`src/rtl/conf_int_mac_dot_seq_pkg.sv`:
```
// Shared definitions for the MAC dot-product sequencer.
// Holds the FSM state encoding and the default datapath geometry.
// Imported by the sequencer and its combinational core.
package conf_int_mac_dot_seq_pkg;

  localparam int DW_DEFAULT    = 16;
  localparam int PN_DEFAULT    = 6;
  localparam int LEN_W_DEFAULT = 8;

  typedef enum logic [1:0] {
    ST_IDLE = 2'd0,
    ST_RUN  = 2'd1,
    ST_DONE = 2'd2
  } state_t;

endpackage

```
`src/rtl/conf_int_mac_core.sv`:
```
// Combinational multiply-accumulate step d = F(a, b, c, apx).
// Latency: zero cycles, purely combinational.
// Backpressure: none, the sequencer decides when the result is captured.
module conf_int_mac_core #(
  parameter int DW = 16,
  parameter int PN = 6
) (
  input  logic [DW-1:0] a,
  input  logic [DW-1:0] b,
  input  logic [DW-1:0] c,
  input  logic          apx,
  output logic [DW-1:0] d
);

  logic [DW-1:0] a_sh;
  logic [DW-1:0] b_sh;
  logic [DW-1:0] c_sh;
  logic [DW-1:0] apx_sum;
  logic [DW-1:0] acc_sum;

  // Approximate mode drops the low PN bits of each operand and the low 2*PN
  // bits of the accumulator, then restores the scale; all arithmetic wraps at DW.
  always_comb begin
    a_sh    = a >> PN;
    b_sh    = b >> PN;
    c_sh    = c >> (2 * PN);
    apx_sum = (a_sh * b_sh) + c_sh;
    acc_sum = (a * b) + c;
    d       = apx ? (apx_sum << (2 * PN)) : acc_sum;
  end

endmodule

```
`src/rtl/conf_int_mac_dot_seq.sv`:
```
// Job sequencer: accepts a job, folds len operand pairs through the MAC core, returns the sum.
// Latency: one cycle per operand pair; result valid the cycle after the last pair (len=0: next cycle).
// Backpressure: start and operands are only accepted when ready; the result holds until res_ready.
module conf_int_mac_dot_seq
  import conf_int_mac_dot_seq_pkg::*;
#(
  parameter int DATA_PATH_BITWIDTH = DW_DEFAULT,
  parameter int Pn                 = PN_DEFAULT,
  parameter int LEN_W              = LEN_W_DEFAULT
) (
  input  logic                          clk,
  input  logic                          rst,
  input  logic                          start_valid,
  output logic                          start_ready,
  input  logic [LEN_W-1:0]              start_len,
  input  logic                          start_apx,
  input  logic [DATA_PATH_BITWIDTH-1:0] start_init,
  input  logic                          op_valid,
  output logic                          op_ready,
  input  logic [DATA_PATH_BITWIDTH-1:0] op_a,
  input  logic [DATA_PATH_BITWIDTH-1:0] op_b,
  output logic                          res_valid,
  input  logic                          res_ready,
  output logic [DATA_PATH_BITWIDTH-1:0] res_data,
  output logic                          res_apx,
  output logic                          busy,
  output logic [15:0]                   apx_jobs
);

  localparam int DW = DATA_PATH_BITWIDTH;

  state_t         state;
  state_t         state_nxt;
  logic [DW-1:0]  acc;
  logic [DW-1:0]  acc_nxt;
  logic [LEN_W-1:0] remaining;
  logic           mode;
  logic           start_hs;
  logic           op_hs;
  logic           res_hs;

  assign start_hs = start_valid & start_ready;
  assign op_hs    = op_valid & op_ready;
  assign res_hs   = res_valid & res_ready;

  // Result fields only carry the accumulator while a result is offered.
  assign res_data = res_valid ? acc  : '0;
  assign res_apx  = res_valid ? mode : 1'b0;

  conf_int_mac_core #(
    .DW (DW),
    .PN (Pn)
  ) u_core (
    .a   (op_a),
    .b   (op_b),
    .c   (acc),
    .apx (mode),
    .d   (acc_nxt)
  );

  // State register.
  always_ff @(posedge clk or negedge rst) begin
    if (!rst) state <= ST_IDLE;
    else      state <= state_nxt;
  end

  // Next-state and handshake outputs; readiness depends only on state.
  always_comb begin
    state_nxt   = state;
    start_ready = 1'b0;
    op_ready    = 1'b0;
    res_valid   = 1'b0;
    busy        = 1'b1;
    case (state)
      ST_IDLE: begin
        start_ready = 1'b1;
        busy        = 1'b0;
        if (start_valid) state_nxt = (start_len == '0) ? ST_DONE : ST_RUN;
      end
      ST_RUN: begin
        op_ready = 1'b1;
        if (op_valid && remaining == LEN_W'(1)) state_nxt = ST_DONE;
      end
      ST_DONE: begin
        res_valid = 1'b1;
        if (res_ready) state_nxt = ST_IDLE;
      end
      default: state_nxt = ST_IDLE;
    endcase
  end

  // Job context: latched on start, stepped on each operand, counted on result.
  always_ff @(posedge clk or negedge rst) begin
    if (!rst) begin
      acc       <= '0;
      remaining <= '0;
      mode      <= 1'b0;
      apx_jobs  <= '0;
    end else begin
      if (start_hs) begin
        mode      <= start_apx;
        acc       <= start_init;
        remaining <= start_len;
      end else if (op_hs) begin
        acc       <= acc_nxt;
        remaining <= remaining - 1'b1;
      end
      if (res_hs && mode && apx_jobs != 16'hFFFF) apx_jobs <= apx_jobs + 16'd1;
    end
  end

endmodule

```
`config.mk`:
```
export PLATFORM = sky130hd
export DESIGN_NAME = conf_int_mac_dot_seq
export DESIGN_NICKNAME = d
export VERILOG_FILES = /design/src/rtl/conf_int_mac_dot_seq_pkg.sv /design/src/rtl/conf_int_mac_core.sv /design/src/rtl/conf_int_mac_dot_seq.sv
export SDC_FILE = /design/constraint.sdc
export NUM_CORES = 1
export LEC_CHECK = 0
export BUFFER_PORTS_ARGS = -buffer_cell sky130_fd_sc_hd__buf_2
export CORE_MARGIN = 4
export CORE_UTILIZATION = 50
export DETAILED_ROUTE_END_ITERATION = 10
export PLACE_DENSITY = 0.74
export SLEW_MARGIN = 20
export SYNTH_ARGS = -nofsm -noshare
export SYNTH_HDL_FRONTEND = slang
export SYNTH_SLANG_ARGS = --single-unit
export TNS_END_PERCENT = 20
```
`constraint.sdc`:
```
create_clock -name clk -period 4.2 [get_ports clk]
set_clock_uncertainty 0.15 [all_clocks]
set_input_delay 0.21 -clock clk [delete_from_list [all_inputs] [get_ports clk]]
set_output_delay 0.21 -clock clk [all_outputs]
set_load 0.02 [all_outputs]
```
==> flow_summary.yaml <==
synthesis:
  synthesis.nets: 1015
  synth.cell_area_um2: 6820
  yosysWarnings: 0
  ys_seq_elements: 43
  syn_inst: 796
  seq_area_frac_synth: 0.158
  avgSynthCellArea_um2: 8.57
  yosysUniqueCellTypes: 45
grt:
  grt_max_degree: 44
  grt_pass1_wl_mm: 29.8
  antenna_found_initial: 0
  grtUsageTotal: 0.230
  grt-ovfl-total: 0
  grt_pass1_vias: 6049
timing:
  maxSlewHeadroom: 0.360
  layout_setup_ws_ps: -698
  tightest_slew_ps: 960
  fin_crit_ps: 4900
  fin_setup_tns_ps: -3730
  drv_slew: 0
  period_share: 1.17
  rsz0062_at_grt: "true"
  fmax_ghz: 0.204
  hold_viol_final: 0
  setup_viol: 9
floorplan:
  start_util: 0.513
  die_area_um2: 15600
  io_pins: 99
  die_w_um: 125
  coreArea_um2: 13300
  die_h_um: 125
  fp-row-count: 42
critical_path:
  slowest_stage: "fa_1"
  crit_chain: "buf_6, and2_4, fa_1, inv_1, fa_1, fa_1, inv_1, fa_1, inv_1, fa_1, fa_2, xnor2_2, xnor2_1, xnor2_1, xnor3_1, xnor3_1, xnor2_1, o21ai_1, o221a_2"
  crit_fanout: 11
  cp_data_arrival_time_ps: 4970
  cp.required_ps: 4270
  critPathKind: "primary input to register"
  start_kind: "primary input"
  end_kind: "register"
  crit_top_cell: "fa_1"
  slowest_delay_ps: 550
finish:
  drive_gt1_frac: 0.236
  diodes: 0
  area_growth_pct: 23.8
  nets: 1176
  final_cell_area_um2: 8450
route:
  wl_per_cell_um: 15.2
  wl_met1_mm: 7.80
  ant_nets: 0
  drc: 0
  drt-pass1-iter-count: 5
  routed_wl_mm: 17.2
  viasPerCell: 4.99
  top_layer_used: "met4"
  num_vias: 5656
  wl_met3_um: 989
  drt_iter0_markers: 295
  wl_met2_mm: 8.25
pwr:
  p_leak_nw: 4.44
  p_total_mw: 7.78
  power.internal_mw: 4.05
  pwr_density_cell_nw_per_um2: 921
  power_frac_comb: 0.850
  clkPwrFrac: 0.058
  swShare: 0.479
  ir_drop_mv: 0.688
  p_sw_mw: 3.72
  p_seq_frac: 0.091
clock_tree:
  clock_latency_ps: 290
  cts_sinks: 43
  htree_levels: 2
  cts_tree: "yes"
  cts_buffers: 5
  max-clock-path-buffers: 2
  root_buffer: "clkbuf_16"
  path_clk_slew_ps: 70
placed_design:
  pre_cts_slack_ps: -1160
  place_congestion: 0.888
  placed_cell_area_um2: 8060
  dp_hpwl_mm: 14.5
  port_buffers: 98
min_path:
  hold_path_class: "primary input to register"
status:
  violations: "negative setup slack"
  outcome: "complete, but fails checks"
run:
  drv_cap: 0
==> registers in the layout (all words and copies together), names as in the netlist <==
signal,flops
acc,16
apx_jobs,16
remaining,8
state,2
mode,1
==> layout make-up <==
cell class              count  area [um2]
multi-input cells         552        5140
fillers                  1126        4850
repair buffers            180        1180
flip-flops and latches     43        1080
inverters                 175         657
well taps                 176         220
clock buffers               5         125
clock inverters             3        46.3
==> stage by stage <==
stage                util  cells  hold slack, ps
floorplan               -    796            -236
global placement    0.606   1117             265
detailed placement  0.606   1117             256
CTS                 0.634   1134            5.71
global route        0.636   1134            12.7
finish              0.636   1134            11.2
==> routing by layer <==
layer	global-route usage	up-vias
li1	-	2734
met1	0.326	2744
met2	0.384	159
met3	0.0292	19
met4	0.0453	0
met5	0	-
==> kinds of logic (layout without fill, tap and decap cells) <==
family	Yosys count	in the layout	share of synthesized area
xor+xnor	59	59	0.0809
mux	2	2	0.00330
simple gates	263	263	0.188
compound gates	71	71	0.0649
flops	43	43	0.158
fa+ha+maj	157	157	0.394
buf+inv	201	363	0.112
==> worst max-delay path: cells and delay by family <==
kind | cells | cell delay, ps
AOI/OAI and AO/OA | 2 | 360
xor gates and xnor gates | 6 | 1060
adders and majority gates | 6 | 2880
buffers and inverters | 4 | 300
and+or+nand+nor | 1 | 140
==> cell usage in the layout, fill, tap and decap left out, types with 3 or more instances in the layout <==
master,instances
nor2_1,28
buf_2,86
inv_1,173
dfrtp_1,43
ha_4,3
and2_1,63
xor2_1,19
a21oi_1,21
fa_2,9
xnor2_1,36
and2_4,11
buf_6,7
nand2_1,113
ha_1,53
nor4_1,4
nand3_1,8
buf_4,78
clkbuf_16,5
dlygate4sd3_1,9
a21o_1,3
nand2_2,5
nor3b_1,6
a211oi_1,3
nor2b_1,3
fa_1,87
ha_2,5
nor3_1,8
nand4_1,4
o21ai_1,18
o21a_1,6
==> power groups by stage <==
stage / Sequential, mW / Combinational [mW] / Clock, mW
6_report: 0.712 / 6.61 / 0.455
4_1_cts: 0.708 / 6.58 / 0.462
5_1_grt: 0.733 / 7.40 / 0.476
3_5_place_dp: 0.712 / 6.30 / 0
2_1_floorplan: 0.672 / 4.49 / 0
3_3_place_gp: 0.707 / 6.13 / 0
==> cells in the mapped netlist, drive strengths merged <==
cell,count,share of area
a211oi,4,0.0044
a221oi,3,0.0039
inv,175,0.096
nor2,28,0.015
xnor2,38,0.050
xnor3,2,0.0066
o211ai,2,0.0022
dfrtp,43,0.16
fa,96,0.28
nand4,4,0.0037
o21a,6,0.0066
clkbuf,25,0.014
and3,1,0.00092
nand3,8,0.0059
nor3b,6,0.0066
or4,1,0.0011
o31a,2,0.0026
nor4b,2,0.0026
and4,1,0.0013
nor4,4,0.0037
ha,61,0.11
nand4b,1,0.0013
nor3,9,0.0066
and2,75,0.069
nand2,118,0.065
xor2,19,0.024
o21ai,20,0.015
a21o,3,0.0033
o221a,2,0.0033
o311ai,1,0.0013
a31o,1,0.0013
a21oi,23,0.017
o21bai,2,0.0022
o32ai,1,0.0013
a22oi,1,0.0011
nand2b,1,0.00092
mux2,2,0.0033
and2b,1,0.0011
nor2b,3,0.0028
buf,1,0.0017
==> final timing paths <==
check,cells after the start,from,slack (ps),to
max,19,op_b[1],-700,acc[15]
min,3,start_len[7],10,remaining[7]
max reg2reg,17,acc[8],-260,acc[12]
min reg2reg,1,apx_jobs[10],350,apx_jobs[10]
max in group asynchronous,2,rst,2840,acc[14]
min in group asynchronous,2,rst,470,apx_jobs[6]
==> repair_timing <==
item | 4_1_cts | 5_1_grt
setup buffers | 0 | 0
endpoints found under the hold margin | 51 | 0
pin swaps | 24 | 13
gates resized for setup | 36 | 9
hold buffers | 9 | 0
cloned | 0 | 0
endpoints found under the setup margin | 9 | 11
Note: power is estimated with default switching activity, not from simulation.
